$ cat src/rtl/serial_add_sequencer.sv
// rtl/serial_add_sequencer.sv - bit-serial A+B+ci sequencer around one external full adder
// Optional SERIAL_SUB_EN adds the sub port (A-B via inverted B and forced carry-in).
module serial_add_sequencer #(
    parameter int WIDTH = 8
) (
    input  logic             clk,
    input  logic             rst,
    input  logic             in_valid,
    output logic             in_ready,
    input  logic [WIDTH-1:0] a,
    input  logic [WIDTH-1:0] b,
    input  logic             ci,
`ifdef SERIAL_SUB_EN
    input  logic             sub,
`endif
    output logic             out_valid,
    input  logic             out_ready,
    output logic [WIDTH-1:0] sum,
    output logic             co,
    output logic             fa_a,
    output logic             fa_b,
    output logic             fa_ci,
    input  logic             fa_sum,
    input  logic             fa_co
);

    localparam int CW = (WIDTH > 1) ? $clog2(WIDTH) : 1;
    localparam logic [CW-1:0] CNT_LAST = CW'(WIDTH - 1);

    localparam logic [1:0] S_IDLE = 2'd0;
    localparam logic [1:0] S_RUN  = 2'd1;
    localparam logic [1:0] S_DONE = 2'd2;

    logic [1:0]       state_q, state_d;
    logic [CW-1:0]    cnt_q, cnt_d;
    logic [WIDTH-1:0] a_q, a_d;
    logic [WIDTH-1:0] b_q, b_d;
    logic [WIDTH-1:0] s_q, s_d;
    logic             carry_q, carry_d;
    // Low for the first cycle after reset so in_ready stays 0 in that cycle.
    logic             live_q;

    logic run;
    logic done;

    assign run  = (state_q == S_RUN);
    assign done = (state_q == S_DONE);

    always_comb begin
        state_d = state_q;
        cnt_d   = cnt_q;
        a_d     = a_q;
        b_d     = b_q;
        s_d     = s_q;
        carry_d = carry_q;
        case (state_q)
            S_IDLE: begin
                if (in_valid && live_q) begin
                    a_d     = a;
                    cnt_d   = '0;
                    state_d = S_RUN;
`ifdef SERIAL_SUB_EN
                    b_d     = sub ? ~b : b;
                    carry_d = sub | ci;
`else
                    b_d     = b;
                    carry_d = ci;
`endif
                end
            end
            S_RUN: begin
                s_d     = {fa_sum, s_q[WIDTH-1:1]};
                carry_d = fa_co;
                a_d     = {1'b0, a_q[WIDTH-1:1]};
                b_d     = {1'b0, b_q[WIDTH-1:1]};
                if (cnt_q == CNT_LAST) begin
                    state_d = S_DONE;
                end else begin
                    cnt_d = cnt_q + CW'(1);
                end
            end
            S_DONE: begin
                if (out_ready) begin
                    state_d = S_IDLE;
                end
            end
            default: state_d = S_IDLE;
        endcase
    end

    always_ff @(posedge clk) begin
        if (rst) begin
            state_q <= S_IDLE;
            cnt_q   <= '0;
            a_q     <= '0;
            b_q     <= '0;
            s_q     <= '0;
            carry_q <= 1'b0;
            live_q  <= 1'b0;
        end else begin
            state_q <= state_d;
            cnt_q   <= cnt_d;
            a_q     <= a_d;
            b_q     <= b_d;
            s_q     <= s_d;
            carry_q <= carry_d;
            live_q  <= 1'b1;
        end
    end

    assign in_ready  = live_q && (state_q == S_IDLE);
    assign out_valid = done;
    assign sum       = done ? s_q : '0;
    assign co        = done & carry_q;
    assign fa_a      = run & a_q[0];
    assign fa_b      = run & b_q[0];
    assign fa_ci     = run & carry_q;

endmodule

$ cat config.mk
export PLATFORM = sky130hd
export DESIGN_NAME = serial_add_sequencer
export DESIGN_NICKNAME = d
export VERILOG_FILES = /design/src/rtl/serial_add_sequencer.sv
export SDC_FILE = /design/constraint.sdc
export NUM_CORES = 1
export LEC_CHECK = 0
export ABC_AREA = 1
export CORE_UTILIZATION = 50
export DETAILED_ROUTE_END_ITERATION = 16
export MAX_ROUTING_LAYER = met4
export PLACE_DENSITY_LB_ADDON = 0.25
export SLEW_MARGIN = 20
export SYNTH_ARGS = -nofsm -noshare
export SYNTH_HDL_FRONTEND = slang
export SYNTH_SLANG_ARGS = --single-unit
$ cat constraint.sdc
create_clock -name clk -period 2.05 [get_ports clk]
set_clock_uncertainty 0.05 [all_clocks]
set_input_delay 0.3075 -clock clk [delete_from_list [all_inputs] [get_ports clk]]
set_output_delay 0.3075 -clock clk [all_outputs]
set_load 0.02 [all_outputs]
==> results.md, run 1 <==
Run status:
- The run finished, with violations left.
- The final reports fail on design-rule violations.

Critical path:
- The setup slack on the worst flop-to-flop path is 0.54 ns.
- The slowest stage of the critical path is the sky130_fd_sc_hd__dfxtp_1 cell.
- The most used cell along the critical path is sky130_fd_sc_hd__inv_2.
- The worst setup path is of the reg2out kind.
- The worst-case reg-to-reg path depth is 7.
- The critical path contains buffers and inverters numbering 3 combined.
- The startpoint kind of the worst setup timing path is a flop.
- The signal on the critical path passes through inv_2 -> nor2_2 -> inv_2 -> nor2_1 -> dlygate4sd2_1.
- The capture instance of the worst register-to-register path is a_q[1]$_SDFFE_PP0P_.
- Grouping stages by cell kind, the critical path spends the most delay in buffers and inverters.
- STA classifies the critical path endpoint as a primary output.
- The worst register-to-register path begins at state_q[1]$_SDFFE_PP0P_.
- STA puts the critical path data arrival time at 1.55 ns.
- The maximum cell stage delay along the critical path is 0.44 ns.
- The maximum fanout count along the critical path is 10.
- For the worst setup path, the data required time is 1.69 ns.

Yosys:
- Yosys printed 0 warnings.
- The synthesized area divided by synthesized cell count is 6.343 um^2.
- The register bit total from synthesis is 31.
- The summed instance area of the synthesized netlist is 1554 um^2.
- The count of unique library cells instantiated by Yosys is 18.
- The number of instances in the synthesized netlist is 245.
- After synthesis, flip-flops and latches occupy 39.94% of the total area.
- The post-synthesis net count is 270.

Floorplan:
- The full die area is 3335 um^2.
- The floorplan step set the die width to 57.75 um.
- The core area is 2853 um^2.
- The initial utilization of the core area, before any placement, comes to 54.47%.
- The number of placement rows is 19.
- The height of the chip is 57.75 um.
- The top-level port count is 37.

Global route:
- Across every metal layer, demand over resource in global routing totals 24.26%.
- The maximum number of pins on one net before global-route repair is 29.
- The global-route wire length before repair is 5878 um.
- The initial antenna violation count is 0.
- The aggregate global routing overflow is 0.
- The via count of the first global-routing pass was 1,376.

Power and ir drop:
- The worst-case IR drop observed on VDD is 472.9 uV.
- For this design the ratio of total power to cell area is 649.6 nW/um^2.
- The design draws 1.291 mW.
- The leakage power summed over all cells is 1.025 nW.
- In this run, the clock network consumes 26.4% of the power.
- Sequential cells burn 52.8% of the power.
- The combinational cell fraction of total power is 20.7%.
- The net load switching power is 0.3897 mW.
- In this run switching power makes up 30.18% of total power.
- The internal power is 0.9018 mW.

STA:
- The max-slew violation count is 0.
- The slew at the pin closest to its max-slew limit is 0.5287 ns.
- The minimum clock period is 1.905 ns.
- The final sum of negative setup slack is 0 ns.
- The final count of hold timing violations is 0.
- Setup repair after global routing left no endpoint under its margin.
- Setup violations remaining at the end of the flow were counted as 0.
- Headroom to the max-slew limit came out at 64.75%.
- The maximum clock rate is 0.5250 GHz.
- The ratio of final minimum period to clock period is 92.92%.

Final layout:
- Counting the fill cells in the layout gives 265.
- Summing all multi-input logic gate instances after layout gives 755.7 um^2.
- The most common cell after layout, fill and taps aside is sky130_fd_sc_hd__nand2_1.
- The library cells used most frequently in the layout, excluding fill and tap cells, are 52 x sky130_fd_sc_hd__nand2_1, 49 x sky130_fd_sc_hd__nor2_1, 40 x sky130_fd_sc_hd__nand3_1.
- The final layout contains 307 nets.
- The area growth from synthesis to layout is 27.94%.
- The final antenna diode count is 0.
- Cells with a size suffix above 1 make up 7.774% of the layout.
- The area taken by flip-flops and latches is 621.8 um^2.

Clock tree:
- TritonCTS created 5 clock buffers.
- The CTS tree is yes.
- The deepest clock path buffer count is 2.
- The count of H-tree levels built during CTS is 2.
- The cell sitting at the root of the clock tree is a sky130_fd_sc_hd__clkbuf_4.
- The later-pin clock latency in the skew report is 0.34 ns.
- Clock-pin slew was measured on the worst setup and hold paths at 0.10 ns.
- The total clock sinks is 31.

Min path:
- The worst hold path was traced through 2 stages.
- In this run the worst hold path is classified as reg2reg.
- The worst hold path terminates at s_q[0]$_SDFFE_PP0P_.
- The hold path startpoint is s_q[0]$_SDFFE_PP0P_.

Routing:
- The detailed router placed 1,576 vias in this run.
- The average detailed-routed wire length per instance is 11.11 um.
- The routed wire length is 3490 um.
- The initial DRC count is 59.
- Once detail routing completed, the nets flagged for antenna violations numbered 0.
- In the routed layout, each cell is associated on average with a via count of 5.019.
- The first detailed-routing pass took 10 iterations.
- The remaining routing DRC violations is 1.

Flow run:
- The tool flagged a number of max-cap violations equal to 0.

Placed design:
- Input and output buffers added on the ports amount to 36.
- After legalization and detailed placement, the total HPWL measured 2390 um.
- At the end of routability-driven placement, the weighted congestion stood at 0.8232.
==> Yosys cell counts, drive strengths merged <==
master / count / area (um^2)
and2: 1 / 6.260
clkinv: 1 / 3.750
buf: 10 / 57.55
a21o: 1 / 7.510
o21ai: 8 / 40.04
o21a: 1 / 7.510
nor2: 51 / 196.4
dfxtp: 31 / 620.6
ha: 2 / 25.02
a21oi: 12 / 60.06
nand2: 54 / 205.2
clkbuf: 3 / 11.26
nand3: 40 / 200.2
inv: 30 / 112.6
==> sequential cells by signal, summed over array words and instances (netlist names) <==
signal / flops
cnt_q: 3
b_q: 8
s_q: 8
state_q: 2
carry_q: 1
a_q: 8
live_q: 1
==> power groups by stage <==
stage | Sequential [mW] | Combinational (mW) | Clock [mW]
2_1_floorplan | 0.688 | 0.184 | 0
3_3_place_gp | 0.692 | 0.262 | 0
3_5_place_dp | 0.695 | 0.267 | 0
4_1_cts | 0.682 | 0.268 | 0.348
5_1_grt | 0.688 | 0.308 | 0.378
6_report | 0.682 | 0.268 | 0.342
==> cell families (layout without fill, tap and decap cells) <==
kind of cell | after synthesis | in the layout | synth area share [%]
adder cells (fa/ha/maj) | 2 | 2 | 1.610
flip-flops | 31 | 31 | 39.94
buffers and inverters | 44 | 82 | 11.92
AO/OA/AOI/OAI | 22 | 22 | 7.408
AND/OR/NAND/NOR | 146 | 146 | 39.13
==> how the worst max path moves through the flow <==
stage / from / end / slack [ns] / depth (start not counted)
after floorplan: state_q[1]$_SDFFE_PP0P_ / co / 0.46 / 5
after global placement: state_q[1]$_SDFFE_PP0P_ / fa_a / 0.28 / 4
after detailed placement: state_q[0]$_SDFFE_PP0P_ / fa_a / 0.26 / 3
after CTS: state_q[1]$_SDFFE_PP0P_ / out_valid / 0.04 / 3
after global routing: state_q[1]$_SDFFE_PP0P_ / sum[2] / 0.001 / 5
final: state_q[1]$_SDFFE_PP0P_ / sum[7] / 0.15 / 5
==> tightest hold or removal path, delay by kind of cell, from the launching register on <==
kind	cells	cell delay, ns
buffers and inverters	1	0.06
AOI/OAI and AO/OA	1	0.06
DFF	1	0.31
==> area by class of cell <==
type	instances	share of cell area, %
multi-input cells	170	38.01
flip-flops and latches	31	31.28
repair buffers	43	20.26
inverters	31	5.853
well taps	31	1.951
clock buffers	5	1.888
clock inverters	3	0.7552
==> per-stage QoR <==
step	instances	area [um^2]	setup slack (ns)	utilization [%]	hold WS [ns]
2_1_floorplan	245	1554	0.4575	-	0.3266
3_3_place_gp	306	1937	0.2804	67.89	0.3985
3_5_place_dp	306	1937	0.2555	67.89	0.4057
4_1_cts	314	1983	0.03815	69.52	0.4207
5_1_grt	314	1988	0.001058	69.69	0.4549
6_report	314	1988	0.1452	69.69	0.4144
==> metal layers <==
metal,global-route usage (%),part of all wire (%)
met4,10.20,1.8
met3,7.366,5.8
met2,36.71,44
met1,30.15,48
met5,-,0
==> repair_timing <==
item | CTS | global route
setup endpoints to repair | 13 | 4
hold buffers | 0 | 0
buffers inserted | 0 | 0
resized for setup | 15 | 2
pin swaps | 0 | 0
endpoints found under the hold margin | 0 | 0
(Power assumes the default switching activity.)
==> run 2, diff against run 1 <==
Settings changed: CORE_UTILIZATION 50 to 53.
==> run 2 against run 1 <==
Compared with the run above: largest power group unchanged; critical path type unchanged; via count unchanged; utilization increased by 2.9 points; flip-flop and latch count unchanged; cell area increased by 0.63%; critical endpoint is now in_ready; the flow now finishes without violations.
==> results.md, run 2 (synthesis results as in run 1) <==
Critical path:
- The startpoint kind of the worst setup timing path is a flop.
- The capture instance of the worst register-to-register path is state_q[1]$_SDFFE_PP0P_.
- The maximum fanout count along the critical path is 5 (-5).
- The worst-case reg-to-reg path depth was 5 (-2).
- STA classifies the critical path endpoint as a primary output.
- The data arrival at the endpoint of the critical path is 1.67 ns (+0.12 ns).
- The setup slack on the worst flop-to-flop path is 0.56 ns (+0.02 ns).
- The worst setup path is of the reg2out kind.
- The launching point of the worst reg2reg path is state_q[1]$_SDFFE_PP0P_.
- The worst endpoint required time is 1.69 ns (about the same).

STA:
- The final number of setup-violating endpoints came to 0 (unchanged).
- The final count of hold timing violations is 0 (unchanged).
- The minimum clock period is 2.023 ns (+0.1178 ns).
- The ratio of final minimum period to clock period came to 98.66% (+5.7 points).
- The slew at the pin closest to its max-slew limit is 0.4873 ns (-0.04145 ns).
- The headroom to the max-slew limit came to 67.51% (+2.8 points).
- The maximum clock rate is 0.4944 GHz (-5.8%).
- Setup repair after global routing could not meet its margin everywhere.
- The max-slew violation count is 0 (unchanged).

Routing:
- The routed wire length is 3358 um (-3.8%).
- The detailed-route via count is 1,576 (unchanged).
- The ratio of routed vias to standard cells is 5.003 (-0.32%).
- The number of optimization iterations in the first detailed-route pass is 4 (-6).
- The final antenna-violating net count is 0 (unchanged).
- The initial DRC count came to 61 (+3.4%).
- The average detailed-routed wire length per instance is 10.66 um (-4.1%).
- The remaining routing DRC violations is 0 (-1).

Final layout:
- The largest registers in the layout are a_q: 8 flops, b_q: 8 flops, s_q: 8 flops.
- The post-route core utilization is 72.55% (+2.9 points).
- The final design area excluding fillers is 2001 um^2 (+0.63%).
- The final antenna diode count is 0 (unchanged).
- In the layout the commonest cells are 52 x sky130_fd_sc_hd__nand2_1, 49 x sky130_fd_sc_hd__nor2_1, 40 x sky130_fd_sc_hd__nand3_1.
- The total number of nets in the final design is 308 (+0.33%).
- The proportion of layout cells with a drive suffix above 1 was 7.394% (-0.38 points).
- Leaving out fill and tap cells, the most frequent cell in the layout is sky130_fd_sc_hd__nand2_1.
- The area growth from synthesis to layout is 28.74%.

Floorplan:
- The top-level port count is 37 (unchanged).
- The width of the die is 56.15 um (-2.8%).
- The core area is 2758 um^2 (-3.3%).
- The number of placement rows is 19 (unchanged).
- The initial core utilization was 56.35% (+1.9 points).
- The full die area came to 3153 um^2 (-5.5%).
- The height of the chip was 56.15 um (-2.8%).

Clock tree:
- The number of CTS-inserted buffers is 5 (unchanged).
- The clock transition at the registers of the reported paths was 0.09 ns (about the same).
- The root cell of the clock tree is sky130_fd_sc_hd__clkbuf_4.
- The later-pin clock latency in the skew report was 0.33 ns (about the same).
- The CTS tree is yes.
- The deepest clock path buffer count is 2 (unchanged).
- The count of H-tree levels built during CTS came to 2 (unchanged).
- The total clock sinks is 31 (unchanged).

Run status:
- The run finished with clean final reports.

Power and ir drop:
- The power density relative to cell area came to 675.8 nW/um^2 (+4.0%).
- The total power of the final layout is 1.352 mW (+4.7%).
- The worst vdd rail ir drop was 646.5 uV (+37%).
- The leakage power summed over all cells is 1.002 nW (-2.3%).

Min path:
- The worst hold path stage count is 2 (unchanged).
- The worst hold path belongs to the class reg2reg.
- The hold path startpoint is s_q[0]$_SDFFE_PP0P_.
- The end point of the most critical hold path is s_q[0]$_SDFFE_PP0P_.

Placed design:
- The placement-stage cell area is 1944 um^2 (+0.39%).
- The number of port buffers is 36 (unchanged).
- The half-perimeter wire length after detailed placement was 2277 um (-4.7%).
- The weighted congestion reported at the end of routability-driven placement is 0.7879 (-4.3%).

Global route:
- The initial antenna violation count was 0 (unchanged).
- The aggregate global routing overflow is 0 (unchanged).
- The maximum number of pins on one net before global-route repair is 32 (+10%).
- The via count of the first global-routing pass was 1,359 (-1.2%).
- The global-route wire length before repair is 5706 um (-2.9%).
- The global-route total usage across every layer is 23.56% (-0.70 points).

Flow run:
- The reported max-cap violation count is 0 (unchanged).
[run 2: cell types whose count changed in the layout (fill, tap and decap cells not counted)]
cell	delta
sky130_fd_sc_hd__buf_4	+1
sky130_fd_sc_hd__clkbuf_1	+1
sky130_fd_sc_hd__clkbuf_8	+2
sky130_fd_sc_hd__clkdlybuf4s50_1	+2
sky130_fd_sc_hd__clkinv_2	-3
sky130_fd_sc_hd__dfxtp_1	+1
sky130_fd_sc_hd__dfxtp_2	-1
sky130_fd_sc_hd__dlymetal6s2s_1	-2
sky130_fd_sc_hd__nor2_2	+1
sky130_fd_sc_hd__nor2_4	-1
[run 2: timing repair]
action                                  in CTS  in global routing
setup buffers                                0                  0
hold buffers                                 0                  0
resized for setup                           13                  0
pin swaps                                    0                  0
endpoints found under the setup margin      12                  1
[run 2: cell type report]
| class | count | area (um^2) |
|---|---|---|
| fillers | 254 | 757.0 |
| repair buffers | 44 | 405.4 |
| multi-input cells | 170 | 750.7 |
| flip-flops and latches | 31 | 620.6 |
| well taps | 31 | 38.79 |
| clock buffers | 8 | 68.82 |
| inverters | 31 | 116.4 |
[run 2: worst max-delay path, cell delays in order, from the launching register on]
cell and delay [ns]:
sky130_fd_sc_hd__dfxtp_1 0.36, sky130_fd_sc_hd__nor2_2 0.22, sky130_fd_sc_hd__and2_1 0.16, sky130_fd_sc_hd__clkdlybuf4s50_1 0.59
[run 2: stage by stage]
| step | TNS [ns] | instances | hold slack (ns) | setup slack, ns |
|---|---|---|---|---|
| final | 0 | 315 | 0.4123 | 0.02739 |
| after CTS | 0 | 315 | 0.4174 | 0.01655 |
| after floorplan | 0 | 245 | 0.3266 | 0.4575 |
| after detailed placement | 0 | 307 | 0.4030 | 0.1976 |
| after global routing | -0.03244 | 315 | 0.4488 | -0.03244 |
| after global placement | 0 | 307 | 0.3949 | 0.2213 |
[run 2: layer usage]
metal	vias up	part of all wire, %	GRT usage [%]
li1	836	-	-
met1	687	46	28.43
met2	47	47	37.41
met3	6	6.4	7.442
met4	0	1.2	7.666
met5	-	0	-
[run 2: worst max-delay path by stage]
stage / from / endpoint / slack [ns] / cells past startpoint
after global placement: state_q[1]$_SDFFE_PP0P_ / fa_b / 0.22 / 4
after global routing: state_q[0]$_SDFFE_PP0P_ / in_ready / -0.03 / 3
final: state_q[1]$_SDFFE_PP0P_ / in_ready / 0.03 / 3
after floorplan: state_q[1]$_SDFFE_PP0P_ / co / 0.46 / 5
after CTS: state_q[1]$_SDFFE_PP0P_ / in_ready / 0.02 / 3
after detailed placement: state_q[1]$_SDFFE_PP0P_ / fa_ci / 0.20 / 4
[run 2: where the power goes]
| group | internal (mW) | total [mW] | switching [mW] |
|---|---|---|---|
| Combinational | 0.121 | 0.267 | 0.146 |
| Clock | 0.202 | 0.405 | 0.203 |
| Sequential | 0.655 | 0.680 | 0.0259 |
==> run 3, diff against run 2 <==
Settings changed: CORE_UTILIZATION 53 to 25.
==> run 3 against run 2 <==
Compared with the run above: combinational power is essentially flat; power grew 16%; count of clock-buffer cells in the layout shrank 2; first-iteration DRC count shrank 8.2%; largest power group unchanged; clock power grew 54%.
==> results.md, run 3 (synthesis results as in run 1) <==
Critical path:
- Among cell families on the critical path, the largest total delay comes from buffers and inverters.
- Walking the worst path, the cells encountered are inv_2 -> nand2_1 -> nor2_1 -> clkdlybuf4s50_1.
- The worst-case reg-to-reg path depth came to 5 (unchanged).
- STA classifies the critical path endpoint as a primary output.
- The maximum cell stage delay along the critical path is 0.63 ns (+0.04 ns).
- The setup slack on the worst flop-to-flop path is 0.58 ns (+0.02 ns).
- The launching point of the worst reg2reg path is state_q[0]$_SDFFE_PP0P_.
- The maximum fanout count along the critical path came to 5 (unchanged).
- The slowest stage of the critical path belongs to the cell sky130_fd_sc_hd__clkdlybuf4s50_1.
- The number of buffers and inverters on the critical path was 2 (+1).
- The worst setup path is of the reg2out kind.
- The data arrival at the endpoint of the critical path is 1.56 ns (-0.11 ns).
- The worst endpoint required time is 1.69 ns (about the same).
- The startpoint kind of the worst setup timing path is a flop.
- The worst register-to-register path ends at b_q[0]$_SDFFE_PP0P_.

Floorplan:
- The height of the chip came to 80.84 um (+44%).
- The width of the die is 80.84 um (+44%).
- The initial core utilization is 26.09% (-30 points).
- The number of placement rows is 28 (+9).
- The core area is 5956 um^2 (+120%).
- The full die area is 6535 um^2 (+110%).
- The top-level port count was 37 (unchanged).

Routing:
- The ratio of routed vias to standard cells is 4.296 (-14%).
- The detailed-route via count is 1,538 (-2.4%).
- The routed wire length came to 3875 um (+15%).
- The final antenna-violating net count came to 0 (unchanged).
- The number of optimization iterations in the first detailed-route pass was 4 (unchanged).
- The average detailed-routed wire length per instance is 10.82 um (+1.5%).
- The remaining routing DRC violations came to 0 (unchanged).
- The initial DRC count is 56 (-8.2%).

Flow run:
- The reported max-cap violation count is 0 (unchanged).

STA:
- The max-slew violation count came to 0 (unchanged).
- The minimum clock period is 1.922 ns (-0.1006 ns).
- The final number of setup-violating endpoints is 0 (unchanged).
- The headroom to the max-slew limit is 68.85% (+1.3 points).
- The final sum of negative setup slack was 0 ns (unchanged).
- Setup repair after global routing left no endpoint under its margin.
- The ratio of final minimum period to clock period is 93.76% (-4.9 points).
- The final count of hold timing violations came to 0 (unchanged).
- The maximum clock rate is 0.5203 GHz (+5.2%).
- The slew at the pin closest to its max-slew limit is 0.4672 ns (-0.02008 ns).

Power and ir drop:
- The power density relative to cell area is 739.1 nW/um^2 (+9.4%).
- The worst vdd rail ir drop came to 348.1 uV (-46%).
- The leakage power summed over all cells was 1.102 nW (+10%).

Run status:
- The flow ran to the end, and the final reports show no timing, DRC or antenna violations.

Global route:
- The aggregate global routing overflow was 0 (unchanged).
- The global-route wire length before repair is 6575 um (+15%).
- The via count of the first global-routing pass is 1,440 (+6.0%).
- The initial antenna violation count is 0 (unchanged).
- The maximum number of pins on one net before global-route repair is 30 (-6.3%).
- The global-route total usage across every layer is 13.49% (-10 points).

Placed design:
- The number of port buffers is 36 (unchanged).
- The number of instances in the placed design is 350 (+14%).
- The weighted congestion reported at the end of routability-driven placement is 0.7894 (+0.19%).
- The half-perimeter wire length after detailed placement is 2628 um (+15%).

Final layout:
- The count of non-filler cells in the finished layout was 358 (+14%).
- The most common cell after layout, fill and taps aside is sky130_fd_sc_hd__nand2_1.
- The area of the multi-input gates is 748.2 um^2 (-0.33%).
- The proportion of layout cells with a drive suffix above 1 was 7.067% (-0.33 points).
- The final antenna diode count is 0 (unchanged).
- The total number of nets in the final design is 307 (-0.32%).
- The area taken by flip-flops and latches is 620.6 um^2 (unchanged).
- The count of fill cells added during filler insertion is 668 (+160%).
- Leaving out fill and tap cells, the most frequent cells in the layout are 53 x sky130_fd_sc_hd__nand2_1, 49 x sky130_fd_sc_hd__nor2_1, 40 x sky130_fd_sc_hd__nand3_1.
- In the final layout, the registers with the most flip-flops are a_q: 8 flops, b_q: 8 flops, s_q: 8 flops.
- The area growth from synthesis to layout is 36.72%.

Clock tree:
- The number of CTS-inserted buffers is 5 (unchanged).
- The total clock sinks came to 31 (unchanged).
- The root cell of the clock tree is sky130_fd_sc_hd__clkbuf_8.
- The count of H-tree levels built during CTS is 2 (unchanged).
- The later-pin clock latency in the skew report is 0.28 ns (-0.05 ns).
- The clock transition at the registers of the reported paths is 0.07 ns (-0.02 ns).
- TritonCTS built the clock tree.
- The deepest clock path buffer count is 2 (unchanged).

Min path:
- The worst hold path belongs to the class reg2reg.
- The end point of the most critical hold path is s_q[0]$_SDFFE_PP0P_.
- The startpoint identified for the worst hold timing path is s_q[0]$_SDFFE_PP0P_.
- The worst hold path stage count is 2 (unchanged).
## run 3: changes by cell type in the layout (fill, tap and decap cells not counted), sizes merged
cell	before	now
clkdlybuf4s50	24	27
dlygate4sd2	12	2
clkbuf	8	6
clkinv	1	2
bufinv	0	1
dlymetal6s2s	0	7
buf	8	7
## run 3: cell type report
class | count | share of cell area (%)
repair buffers | 43 | 20.14
inverters | 31 | 5.477
clock inverters | 2 | 1.649
flip-flops and latches | 31 | 29.21
multi-input cells | 170 | 35.22
well taps | 75 | 4.417
clock buffers | 6 | 3.887
## run 3: worst max path at each step
stage | startpoint | endpoint | depth (start not counted)
finish | state_q[1]$_SDFFE_PP0P_ | fa_ci | 4
global route | state_q[0]$_SDFFE_PP0P_ | fa_a | 3
CTS | state_q[1]$_SDFFE_PP0P_ | sum[5] | 5
detailed placement | state_q[1]$_SDFFE_PP0P_ | co | 5
global placement | state_q[1]$_SDFFE_PP0P_ | sum[2] | 5
floorplan | state_q[1]$_SDFFE_PP0P_ | co | 5
## run 3: per-layer routing
| metal | track usage (%) | up-vias | share of wire [%] |
|---|---|---|---|
| met5 | - | - | 0 |
| met4 | 4.286 | 0 | 0.65 |
| met3 | 3.146 | 2 | 5.2 |
| met2 | 20.76 | 32 | 45 |
| met1 | 17.36 | 674 | 49 |
| li1 | - | 830 | - |
## run 3: worst register-to-register path: cells and delay by family, from the launching register on
kind | cells | cell delay (ns)
buf+inv | 2 | 0.33
compound gates | 1 | 0.34
simple gates | 2 | 0.24
flops | 1 | 0.40
## run 3: where the power goes
part | switching (mW) | internal, mW
clock network | 0.229 | 0.393
registers | 0.0243 | 0.655
logic | 0.149 | 0.120
total | 0.402 | 1.17
## run 3: through the flow
stage | setup WS, ns | utilization (%) | hold slack [ns] | cell area, um^2 | power [mW]
2_1_floorplan | 0.4575 | - | 0.3266 | 1554 | 0.8716
3_3_place_gp | 0.3436 | 33.45 | 0.4006 | 1992 | 0.9637
3_5_place_dp | 0.3014 | 33.45 | 0.4008 | 1992 | 0.9637
4_1_cts | 0.009172 | 35.38 | 0.4120 | 2107 | 1.588
5_1_grt | 0.01203 | 35.67 | 0.4479 | 2125 | 1.673
6_report | 0.1280 | 35.67 | 0.4095 | 2125 | 1.570
## run 3: repair_timing
action | 4_1_cts | 5_1_grt
buffers inserted | 0 | 0
gates resized for setup | 2 | 7
hold buffers | 0 | 0
setup endpoints to repair | 2 | 7
pin swaps | 0 | 0
